[config.mk]
export PLATFORM = sky130hd
export DESIGN_NAME = alu_result_display
export DESIGN_NICKNAME = d
export VERILOG_FILES = /design/src/rtl/alu_result_display.sv
export SDC_FILE = /design/constraint.sdc
export NUM_CORES = 1
export LEC_CHECK = 0
export CAP_MARGIN = 25
export CORE_UTILIZATION = 45
export CTS_CLUSTER_DIAMETER = 150
export DETAILED_ROUTE_END_ITERATION = 8
export GPL_ROUTABILITY_DRIVEN = 0
export PLACE_DENSITY = 0.68
export SETUP_SLACK_MARGIN = 0.05
export SLEW_MARGIN = 0
export SYNTH_ARGS = -nofsm -noshare
export SYNTH_HDL_FRONTEND = slang
export SYNTH_SLANG_ARGS = --single-unit
[constraint.sdc]
create_clock -name clk -period 2.05 [get_ports clk]
set_clock_uncertainty 0.2 [all_clocks]
set_input_delay 0.205 -clock clk [delete_from_list [all_inputs] [get_ports clk]]
set_output_delay 0.205 -clock clk [all_outputs]
set_load 0.03 [all_outputs]
[src/rtl/alu_result_display.sv]
// alu_result_display: captures an 8-bit ALU result, converts its magnitude to
// three BCD digits with an 8-step shift-add-3 loop, then time-multiplexes
// sign/hundreds/tens/ones onto a single 7-segment output.
module alu_result_display #(
  parameter int DWELL = 4096
) (
  input  logic        clk,
  input  logic        rst,
  input  logic [7:0]  result,
  input  logic        signed_mode,
  input  logic        load,
  output logic        busy,
  output logic        done,
  output logic [11:0] bcd,
  output logic        neg,
  output logic [6:0]  seg,
  output logic [3:0]  digit_en
);

  typedef enum logic [1:0] {IDLE, CONV, SHOW} state_t;

  // Last dwell count before the display moves to the next position.
  localparam logic [15:0] DWELL_LAST = 16'(DWELL - 1);

  state_t      state_reg,    state_next;
  logic [19:0] shift_reg,    shift_next;     // {hundreds, tens, ones, mag}
  logic [2:0]  iter_reg,     iter_next;
  logic        neg_pend_reg, neg_pend_next;  // sign of operand being converted
  logic [11:0] bcd_reg,      bcd_next;
  logic        neg_reg,      neg_next;
  logic        done_reg,     done_next;
  logic [1:0]  pos_reg,      pos_next;       // 0 ones, 1 tens, 2 hundreds, 3 sign
  logic [15:0] dwell_reg,    dwell_next;

  // Operand magnitude and sign as seen at the capture edge.
  logic       load_neg;
  logic [7:0] load_mag;
  assign load_neg = signed_mode & result[7];
  assign load_mag = load_neg ? (~result + 8'd1) : result;

  // One shift-add-3 step: correct each BCD digit that is 5 or more, then shift.
  logic [19:0] adj;
  logic [19:0] shift_step;
  assign adj[7:0] = shift_reg[7:0];
  generate
    for (genvar gi = 0; gi < 3; gi++) begin : g_adj
      logic [3:0] dig;
      assign dig = shift_reg[8 + 4*gi +: 4];
      assign adj[8 + 4*gi +: 4] = (dig >= 4'd5) ? (dig + 4'd3) : dig;
    end
  endgenerate
  assign shift_step = adj << 1;

  // BCD digit to segment pattern {g,f,e,d,c,b,a}.
  function automatic logic [6:0] seg7(input logic [3:0] d);
    case (d)
      4'd0:    seg7 = 7'h3F;
      4'd1:    seg7 = 7'h06;
      4'd2:    seg7 = 7'h5B;
      4'd3:    seg7 = 7'h4F;
      4'd4:    seg7 = 7'h66;
      4'd5:    seg7 = 7'h6D;
      4'd6:    seg7 = 7'h7D;
      4'd7:    seg7 = 7'h07;
      4'd8:    seg7 = 7'h7F;
      4'd9:    seg7 = 7'h6F;
      default: seg7 = 7'h00;
    endcase
  endfunction

  // Glyph per display position, with leading-zero blanking applied.
  logic [6:0] raw_glyph [3];
  logic [6:0] pos_glyph [4];
  logic [3:0] pos_onehot;
  logic       hun_zero;
  logic       ten_zero;
  generate
    for (genvar gi = 0; gi < 3; gi++) begin : g_raw
      assign raw_glyph[gi] = seg7(bcd_reg[4*gi +: 4]);
    end
    for (genvar gi = 0; gi < 4; gi++) begin : g_onehot
      assign pos_onehot[gi] = (pos_reg == 2'(gi));
    end
  endgenerate
  assign hun_zero     = (bcd_reg[11:8] == 4'd0);
  assign ten_zero     = (bcd_reg[7:4] == 4'd0);
  assign pos_glyph[0] = raw_glyph[0];
  assign pos_glyph[1] = (hun_zero && ten_zero) ? 7'h00 : raw_glyph[1];
  assign pos_glyph[2] = hun_zero ? 7'h00 : raw_glyph[2];
  assign pos_glyph[3] = neg_reg ? 7'h40 : 7'h00;

  // State register; asynchronous reset clears everything immediately.
  always_ff @(posedge clk or posedge rst) begin
    if (rst) begin
      state_reg    <= IDLE;
      shift_reg    <= '0;
      iter_reg     <= '0;
      neg_pend_reg <= 1'b0;
      bcd_reg      <= '0;
      neg_reg      <= 1'b0;
      done_reg     <= 1'b0;
      pos_reg      <= '0;
      dwell_reg    <= '0;
    end else begin
      state_reg    <= state_next;
      shift_reg    <= shift_next;
      iter_reg     <= iter_next;
      neg_pend_reg <= neg_pend_next;
      bcd_reg      <= bcd_next;
      neg_reg      <= neg_next;
      done_reg     <= done_next;
      pos_reg      <= pos_next;
      dwell_reg    <= dwell_next;
    end
  end

  // Next-state: capture outside CONV, iterate in CONV, rotate positions in SHOW.
  always_comb begin
    state_next    = state_reg;
    shift_next    = shift_reg;
    iter_next     = iter_reg;
    neg_pend_next = neg_pend_reg;
    bcd_next      = bcd_reg;
    neg_next      = neg_reg;
    done_next     = 1'b0;
    pos_next      = pos_reg;
    dwell_next    = dwell_reg;
    if (state_reg != CONV && load) begin
      // A load at a dwell boundary wins over the position advance.
      state_next    = CONV;
      shift_next    = {12'd0, load_mag};
      iter_next     = 3'd0;
      neg_pend_next = load_neg;
    end else begin
      case (state_reg)
        CONV: begin
          shift_next = shift_step;
          iter_next  = iter_reg + 3'd1;
          if (iter_reg == 3'd7) begin
            state_next = SHOW;
            bcd_next   = shift_step[19:8];
            neg_next   = neg_pend_reg;
            done_next  = 1'b1;
            pos_next   = 2'd0;
            dwell_next = 16'd0;
          end
        end
        SHOW: begin
          if (dwell_reg == DWELL_LAST) begin
            dwell_next = 16'd0;
            pos_next   = pos_reg + 2'd1;
          end else begin
            dwell_next = dwell_reg + 16'd1;
          end
        end
        default: ;
      endcase
    end
  end

  // Display drive: dark while idle or converting, one position at a time in SHOW.
  always_comb begin
    seg      = 7'h00;
    digit_en = 4'b0000;
    if (state_reg == SHOW) begin
      seg      = pos_glyph[pos_reg];
      digit_en = pos_onehot;
    end
  end

  assign busy = (state_reg == CONV);
  assign done = done_reg;
  assign bcd  = bcd_reg;
  assign neg  = neg_reg;

endmodule

==> qor.yml <==
status: "complete, but fails checks"
violations: "negative setup slack"
drt_wl_total_mm: 9.52
hold_slack_ns: 0.284
synth_seq_cells: 58
worstHoldPathCells: 2
fin_ws_ns: -0.497
drt-pass1-iter-count: 5
syn_area_mm2: 0.00384
worst-path-buf-inv: 1
holdPathEnd: "shift_reg[4]"
slew_headroom: 0.697
start_util: 0.465
leakage_nw: 2.54
worstHoldStart: "shift_reg[3]"
crit_slowest_cell: "or4_4"
fin_crit_sh: 1.24
drt_iter0_drc: 276
antenna_found_initial: 0
async_reset_ff_frac: 1.00
layout_common_cells: "buf_4 (80), dfrtp_1 (52), nand2_1 (42)"
viasPerCell: 5.42
drive_gt1_frac: 0.320
path_delay_family: "compound AO/OA/AOI/OAI gates"
die_y_um: 94.4
arrival_ns: 2.14
ys.warnings.count: 0
ys_seq_area_frac: 0.378
max_cap_viol_count: 0
via_count: 3639
io_buffer_count: 37
hold_class: "flop to flop"
grt_max_degree: 35
reg2regPathDepth: 6
cp-end-kind: "output pin"
core_mm2: 0.00826
rows: 33
insertion_delay_ns: 0.33
n_antenna_cell: 0
period_needed_ns: 2.55
cts-root-buf: "clkbuf_8"
htreeDepth: 3
reg2reg_slack_ns: -0.04
synthCells: 446
nNetsFinal: 606
grt.overflow.total: 0
cp.required_ns: 1.64
clk_pin_slew_worst_paths_ns: 0.06
syn_to_final_growth_pct: 43.5
grt_pass1_wl_mm: 15.2
stdcell_count: 671
drv_slew: 0
startpoint_type: "flop"
dp_cells: 638
vdd_drop_max_mv: 0.635
wire_per_inst_um: 14.2
grt_usage: 0.221
cp_max_fo: 3
r2r_start: "dwell_reg[13]"
numCtsBuffers: 9
worst_slew_pin_slew_ns: 0.451
rr_endpoint: "dwell_reg[11]"
crit_chain: "or4_4 -> o211ai_1 -> a21oi_1 -> o311a_4 -> buf_6"
yosys.cell_types.count: 50
cts_buffer_depth: 2
synth-main-ff-cell: "dfrtp_1"
tns_ns: -3.24
ant_nets: 0
fp.dieW_um: 94.4
cts.sinks: 58
p_per_area_mw_per_mm2: 1260
hold_viol_final: 0
boundaryPins: 38
dp.final_hpwl_mm: 6.77
synth.avg_cell_area_um2: 8.61
die_area_mm2: 0.00891
layout_commonest_cell: "buf_4"
rsz0062_at_grt: "true"
synthesis.nets: 490
critical_path_class: "flop to output pin"
postPlaceCellArea_mm2: 0.00492
timing.fmax_ghz: 0.393
grt_pass1_vias: 3309
largest_reg_flops: 20
cts_tree: "built"
post-route-cell-area_mm2: 0.00551
slowest_delay_ns: 0.54
synth_edf_count: 0
setup_viol: 8
drcViolationCount: 0
[kinds of logic after synthesis]
family                   Yosys count  share of synthesized area
AO/OA/AOI/OAI                    119                      0.184
XOR/XNOR                          12                     0.0274
adder cells (fa/ha/maj)           32                      0.104
buffers and inverters             51                     0.0528
flip-flops                        58                      0.378
multiplexers                      15                     0.0414
AND/OR/NAND/NOR                  159                      0.212
[metal layers]
layer | vias to the layer above | global-route usage | wire (um)
li1 | 1798 | - | -
met1 | 1729 | 0.302 | 4450
met2 | 97 | 0.344 | 4560
met3 | 15 | 0.0386 | 348
met4 | 0 | 0.0962 | 155
met5 | - | 0 | 0
[worst max path at each step]
stage	start	endpoint	depth (start not counted)
finish	bcd[7]	seg[2]	5
floorplan	bcd[7]	seg[2]	5
CTS	bcd[7]	seg[2]	5
global route	bcd[7]	seg[2]	5
detailed placement	bcd[11]	seg[5]	6
global placement	bcd[11]	seg[5]	6
[metrics by stage]
| stage | utilization | total power (W) | setup slack, ns |
|---|---|---|---|
| 2_1_floorplan | - | 0.00407 | -0.198 |
| 4_1_cts | 0.637 | 0.00671 | -0.479 |
| 3_3_place_gp | 0.596 | 0.00533 | -0.576 |
| 6_report | 0.668 | 0.00696 | -0.497 |
| 3_5_place_dp | 0.596 | 0.00543 | -0.606 |
| 5_1_grt | 0.668 | 0.00750 | -0.568 |
[synthesized netlist by cell type, drive strengths merged (3+ instances only)]
| cell type | number | area share |
|---|---|---|
| a22o | 5 | 0.011 |
| buf | 3 | 0.0059 |
| nor3 | 11 | 0.014 |
| dfrtp | 58 | 0.38 |
| a21oi | 29 | 0.038 |
| xnor2 | 11 | 0.025 |
| nor2b | 5 | 0.0081 |
| nand4 | 6 | 0.0098 |
| clkbuf | 18 | 0.018 |
| o31ai | 6 | 0.012 |
| or3 | 4 | 0.0065 |
| nor2 | 34 | 0.035 |
| mux2 | 7 | 0.021 |
| nor3b | 7 | 0.014 |
| nand2 | 44 | 0.043 |
| and3 | 4 | 0.0065 |
| a21o | 4 | 0.0078 |
| nand2b | 14 | 0.023 |
| nor4 | 4 | 0.010 |
| a22oi | 3 | 0.0059 |
| o21ai | 53 | 0.069 |
| a31oi | 3 | 0.0049 |
| ha | 32 | 0.10 |
| inv | 30 | 0.029 |
| nand3 | 13 | 0.017 |
| mux2i | 8 | 0.021 |
| and2 | 6 | 0.0098 |
[power by group]
| part | switching, W | internal [W] |
|---|---|---|
| combinational | 0.00217 | 0.00184 |
| sequential | 0.000253 | 0.00151 |
| clock | 0.000433 | 0.000746 |
[worst min-delay path: cells and delay by family, from the launching register on]
family,cells,cell delay (ns)
and+or+nand+nor,1,0.05
AOI/OAI and AO/OA,1,0.06
DFF,1,0.34
[cell type report]
cell class                 count  area [um2]
sequential                    58        1460
multi-input combinational    337        2470
clock inverter                 2        60.1
timing repair buffer         126        1110
tap                          105         131
clock buffer                  13         159
inverter                      30         119
fill                         670        2750
[repair_timing]
item | 4_1_cts | 5_1_grt
hold buffers | 1 | 0
endpoints found under the hold margin | 16 | 0
endpoints found under the setup margin | 24 | 30
gates resized for setup | 74 | 53
gates cloned | 0 | 0
buffers inserted | 6 | 12
pin swaps | 6 | 19
Power figures use the tool's default switching activity.
